`src/rtl/tinker_mem_arbiter.sv`:
```
// tinker_mem_arbiter
//
// Shares the single instruction/data memory port of the Tinker core between
// the fetch stage and the data (load/store/call/return) stage. Only one
// transaction is outstanding at a time. Data wins over fetch, except that
// fetch is forced through after STARVE_LIMIT consecutive data grants while
// it was waiting. Read data comes back MEM_LATENCY cycles after the grant,
// and a branch flush can squash a fetch that is still in flight.
//
// Parameters
//   MEM_LATENCY   cycles from read issue to mem_rdata valid (1..15)
//   STARVE_LIMIT  data grants tolerated while fetch waits (1..15)
//
// Ports
//   clk, reset                 clock, asynchronous active-low reset
//   if_req/if_addr/if_flush    fetch request, address, squash
//   if_gnt/if_rvalid/if_rdata  fetch grant, response pulse, instruction
//   d_req/d_we/d_addr/d_wdata  data request, store flag, address, store data
//   d_gnt/d_rvalid/d_rdata     data grant, load response pulse, load data
//   mem_en/mem_we/mem_addr/mem_wdata/mem_rdata  shared memory port
//   busy                       a read is in flight or responding

module tinker_mem_arbiter #(
    parameter int MEM_LATENCY  = 2,
    parameter int STARVE_LIMIT = 4
) (
    input  logic        clk,
    input  logic        reset,
    input  logic        if_req,
    input  logic [63:0] if_addr,
    input  logic        if_flush,
    output logic        if_gnt,
    output logic        if_rvalid,
    output logic [31:0] if_rdata,
    input  logic        d_req,
    input  logic        d_we,
    input  logic [63:0] d_addr,
    input  logic [63:0] d_wdata,
    output logic        d_gnt,
    output logic        d_rvalid,
    output logic [63:0] d_rdata,
    output logic        mem_en,
    output logic        mem_we,
    output logic [63:0] mem_addr,
    output logic [63:0] mem_wdata,
    input  logic [63:0] mem_rdata,
    output logic        busy
);

    typedef enum logic [1:0] {
        IDLE,
        WAIT,
        RESP
    } stateT;

    stateT      state;
    logic [3:0] latCnt;
    logic [3:0] starveCnt;
    logic       ownerFetch;
    logic       squash;

    logic       canGrant;
    logic       starved;
    logic       fetchEligible;
    logic       ifGntInt;
    logic       dGntInt;
    logic       readGnt;
    logic       respActive;

    // Grants are only possible in IDLE and never while reset is held, so
    // every output collapses to zero the moment reset goes low. A flush in
    // the grant cycle keeps fetch out of arbitration entirely, which lets a
    // pending data request win even when fetch is nominally starved.
    assign canGrant      = reset & (state == IDLE);
    assign starved       = (starveCnt == 4'(STARVE_LIMIT));
    assign fetchEligible = if_req & ~if_flush;
    assign dGntInt       = canGrant & d_req & ~(fetchEligible & starved);
    assign ifGntInt      = canGrant & fetchEligible & (~d_req | starved);
    assign readGnt       = ifGntInt | (dGntInt & ~d_we);

    assign if_gnt = ifGntInt;
    assign d_gnt  = dGntInt;

    // The memory port is driven only during the grant cycle, muxed from
    // whichever requester won; fetch never writes.
    always_comb begin
        mem_en    = ifGntInt | dGntInt;
        mem_we    = dGntInt & d_we;
        mem_addr  = 64'd0;
        mem_wdata = 64'd0;
        if (ifGntInt) begin
            mem_addr = if_addr;
        end else if (dGntInt) begin
            mem_addr  = d_addr;
            mem_wdata = d_wdata;
        end
    end

    // Responses are steered by the owner latched at grant. A flush arriving
    // in the response cycle itself still suppresses the fetch pulse, so the
    // squash flag is bypassed combinationally here.
    assign respActive = reset & (state == RESP);
    assign if_rvalid  = respActive & ownerFetch & ~squash & ~if_flush;
    assign d_rvalid   = respActive & ~ownerFetch;
    assign if_rdata   = if_rvalid ? mem_rdata[31:0] : 32'd0;
    assign d_rdata    = d_rvalid ? mem_rdata : 64'd0;

    // Transaction FSM. Stores complete in the grant cycle and never leave
    // IDLE; reads wait out the memory latency and then spend one cycle in
    // RESP. busy is kept as a flop that mirrors "next state is not IDLE" so
    // it comes straight off a register.
    always_ff @(posedge clk or negedge reset) begin
        if (!reset) begin
            state      <= IDLE;
            latCnt     <= 4'd0;
            ownerFetch <= 1'b0;
            squash     <= 1'b0;
            busy       <= 1'b0;
        end else begin
            case (state)
                IDLE: begin
                    squash <= 1'b0;
                    if (readGnt) begin
                        ownerFetch <= ifGntInt;
                        busy       <= 1'b1;
                        if (MEM_LATENCY == 1) begin
                            state <= RESP;
                        end else begin
                            state  <= WAIT;
                            latCnt <= 4'(MEM_LATENCY - 1);
                        end
                    end
                end
                WAIT: begin
                    if (if_flush && ownerFetch) begin
                        squash <= 1'b1;
                    end
                    if (latCnt == 4'd1) begin
                        state  <= RESP;
                        latCnt <= 4'd0;
                    end else begin
                        latCnt <= latCnt - 4'd1;
                    end
                end
                RESP: begin
                    state  <= IDLE;
                    squash <= 1'b0;
                    busy   <= 1'b0;
                end
                default: begin
                    state <= IDLE;
                    busy  <= 1'b0;
                end
            endcase
        end
    end

    // Starvation counter: counts data grants that happened while fetch was
    // asking, saturating at 15. A fetch grant, or an IDLE cycle in which
    // fetch is not asking, wipes the history.
    always_ff @(posedge clk or negedge reset) begin
        if (!reset) begin
            starveCnt <= 4'd0;
        end else if (ifGntInt) begin
            starveCnt <= 4'd0;
        end else if (dGntInt && if_req) begin
            if (starveCnt != 4'hF) begin
                starveCnt <= starveCnt + 4'd1;
            end
        end else if (canGrant && !if_req) begin
            starveCnt <= 4'd0;
        end
    end

endmodule

```
`config.mk`:
```
export PLATFORM = sky130hd
export DESIGN_NAME = tinker_mem_arbiter
export DESIGN_NICKNAME = d
export VERILOG_FILES = /design/src/rtl/tinker_mem_arbiter.sv
export SDC_FILE = /design/constraint.sdc
export NUM_CORES = 1
export LEC_CHECK = 0
export BUFFER_PORTS_ARGS = -buffer_cell sky130_fd_sc_hd__buf_4
export CORE_AREA = 3 3 191 193
export CTS_CLUSTER_SIZE = 10
export DETAILED_ROUTE_END_ITERATION = 6
export DIE_AREA = 0 0 194 196
export GPL_TIMING_DRIVEN = 0
export PLACE_DENSITY = 0.3
export SLEW_MARGIN = 10
export SYNTH_ARGS = -nofsm -noshare
export SYNTH_HDL_FRONTEND = slang
export SYNTH_SLANG_ARGS = --single-unit
```
`constraint.sdc`:
```
create_clock -name clk -period 2.9 [get_ports clk]
set_clock_uncertainty 0.1 [all_clocks]
set_input_delay 0.29 -clock clk [delete_from_list [all_inputs] [get_ports clk]]
set_output_delay 0.29 -clock clk [all_outputs]
set_load 0.005 [all_outputs]
```
==> results_dict.tcl <==
set metrics [dict create \
    outcome "finished, final reports clean" \
    final_area_mm2 0.00688 \
    track_usage_pct 12.2 \
    yosys_warnings 0 \
    viasPerCell 3.32 \
    hold_slack_ns 0.245 \
    dr_wl_met3_um 1310 \
    utilization_pct 19.8 \
    hold_viol_final 0 \
    routedWlPerCell_um 19.7 \
    cts_made_buffers 3 \
    drt_iter0_markers 129 \
    ys_top_cells_by_count "161 x and2_1, 65 x a22o_1, 13 x clkbuf_1, 13 x dfrtp_1" \
    arrival_ns 2.32 \
    drc 0 \
    routed_wl_um 25500 \
    ys.flop_type "dfrtp_1" \
    antenna_left 0 \
    cts_root_buf "clkbuf_16" \
    fmax_mhz 369 \
    fill_cells 3974 \
    wl_met2_um 13900 \
    seq_power_share_pct 15.5 \
    rows 68 \
    gp_congestion 0.795 \
    required_ns 2.51 \
    intPower_mw 1.30 \
    die_h_um 196 \
    p_per_area_mw_per_mm2 305 \
    switching_share_pct 38.0 \
    firstDrtPassIters 4 \
    ff2ff_setup_slack_ns 1.02 \
    dpl_cell_area_mm2 0.00677 \
    die-area_mm2 0.0380 \
    drive_gt1_share_pct 62.6 \
    grt_start_max_net_pins 14 \
    yosys.area.top_type "and2_1" \
    period_needed_ns 2.71 \
    rsz0062_at_grt "true" \
    worstHoldPathType "primary input to flip-flop" \
    yosys-top-cells-area "and2_1 40%, a22o_1 23%, dfrtp_1 13%, ha_1 2.0%, clkbuf_1 1.9%" \
    syn_area_mm2 0.00251 \
    die_w_um 194 \
    synth_top_cell_area_share_pct 40.1 \
    clkLatencyLatePin_ns 0.24 \
    met1Wirelength_um 10100 \
    yosys.cell_types.count 39 \
    path_class "flip-flop to primary output" \
    syn_avg_cell_area_um2 7.50 \
    synth_edf_count 0 \
    cts.clk_slew.worst_paths_ns 0.05 \
    synth_most_common_cell "and2_1" \
    dp_hpwl_um 22700 \
    ioPinCount 493 \
    grt_pass1_wl_um 34500 \
    async_reset_ff_share_pct 100 \
    grt_overflow 0 \
    p_total_mw 2.09 \
    ys_seq_elements 13 \
    dpl.cell_count 1282 \
    p_leak_nw 3.73 \
    ir_worst_vdd_uv 298 \
    clockPowerShare_pct 12.4 \
    drv_slew 0 \
    worst_slew_pin_slew_ns 0.640 \
    synthCells 335 \
    max-cap-violations 0 \
    area_growth_pct 174 \
    fin_nets 1099 \
    htree_levels 1 \
    initial_core_util_pct 7.23 \
    yosysSeqAreaShare_pct 13.0 \
    p_comb_share_pct 72.1 \
    setup_violations 0 \
    cts_buffer_depth 2 \
    postSynthNetCount 601 \
    cts_sinks 13 \
    cts_tree "built" \
    critPathCaptureType "primary output" \
    start_kind "flip-flop" \
    dr_total_vias 4284 \
    post_cts_buffers 0 \
    slew_headroom_pct 57.2 \
    antenna_found_initial 1 \
    cp_max_fo 11 \
    first_global_vias 4387 \
    power.switching_mw 0.796 \
    highest_layer "met4" \
    fin_crit_sh_pct 93.4 \
    coreArea_mm2 0.0347 \
    io_buffer_count 492 \
    fin_cells 1289 \
]
final timing paths:
kind / start / end / depth (start not counted)
setup / recovery: state[0] / d_rdata[10] / 6
hold / removal: if_req / starveCnt[2] / 2
setup reg to reg: starveCnt[0] / ownerFetch / 7
hold reg to reg: busy / busy / 2
max in group asynchronous: reset / squash / 2
min in group asynchronous: reset / state[0] / 2
sequential cells by signal, summed over array words and instances (netlist names):
name	count
busy	1
latCnt	4
ownerFetch	1
squash	1
starveCnt	4
state	2
per-stage QoR:
step                      worst slack (ns)  setup TNS, ns
after detailed placement             0.252              0
after floorplan                      0.981              0
after global routing               -0.0165        -0.0490
final                                0.193              0
after global placement               0.256              0
after CTS                           0.0221              0
power by group through the flow:
stage	sequential, mW	combinational (mW)	clock, mW
6_report	0.324	1.51	0.261
5_1_grt	0.334	1.66	0.279
4_1_cts	0.321	1.54	0.269
3_5_place_dp	0.322	1.54	0
3_3_place_gp	0.325	1.56	0
2_1_floorplan	0.305	0.609	0
cell type report:
cell class,instances,area (um2),area share [%]
inverter,8,30.0,0.437
tap,455,569,8.28
clock buffer,4,78.8,1.15
multi-input combinational,282,1990,29.0
sequential,13,325,4.73
timing repair buffer,493,3700,53.8
antenna,2,5.00,0.0728
buffer,32,174,2.53
kinds of logic (layout without fill, tap and decap cells):
| family | after synthesis | after routing | synth area share, % |
|---|---|---|---|
| AOI/OAI and AO/OA | 84 | 84 | 28.2 |
| xor gates and xnor gates | 2 | 2 | 0.698 |
| adders and majority gates | 4 | 4 | 1.99 |
| buffers and inverters | 40 | 537 | 8.07 |
| DFF | 13 | 13 | 13.0 |
| muxes | 1 | 1 | 0.448 |
| other | 0 | 2 | 0 |
| and+or+nand+nor | 191 | 191 | 47.6 |
cell usage in the layout (no fill, tap or decap), types with 2 or more instances in the layout:
| cell type | netlist | routed |
|---|---|---|
| a21o_1 | 2 | 2 |
| a22o_1 | 65 | 65 |
| a31oi_1 | 2 | 2 |
| and2_1 | 161 | 161 |
| buf_2 | 7 | 7 |
| buf_4 | 4 | 496 |
| buf_6 | 3 | 3 |
| clkbuf_1 | 13 | 13 |
| clkbuf_16 | 0 | 3 |
| clkbuf_2 | 5 | 6 |
| dfrtp_1 | 13 | 13 |
| diode_2 | 0 | 2 |
| ha_1 | 4 | 4 |
| inv_1 | 8 | 8 |
| nand2_1 | 8 | 8 |
| nand2b_1 | 3 | 3 |
| nand3_1 | 2 | 2 |
| nand3b_1 | 2 | 2 |
| nor2_1 | 3 | 3 |
| nor2b_1 | 3 | 3 |
| nor3_1 | 3 | 3 |
| o21ai_0 | 4 | 4 |
| o22ai_1 | 2 | 2 |
per-layer routing:
metal	GRT usage [%]	vias up
met1	14.7	1941
li1	-	2149
met5	0	-
met2	23.4	184
met4	1.30	0
met3	1.99	10
worst max-delay path, cell delays in order, from the launching register on:
cell	delay [ns]
dfrtp_1	0.43
nand3b_1	0.26
nor2_1	0.18
clkbuf_1	0.40
clkbuf_1	0.48
and2_1	0.21
buf_4	0.12
timing repair:
item / CTS / global route
resized for setup: 0 / 3
hold buffers: 1 / 0
hold endpoints to repair: 13 / 0
endpoints found under the setup margin: 0 / 29
No activity file was read; power rests on OpenSTA's default activity.
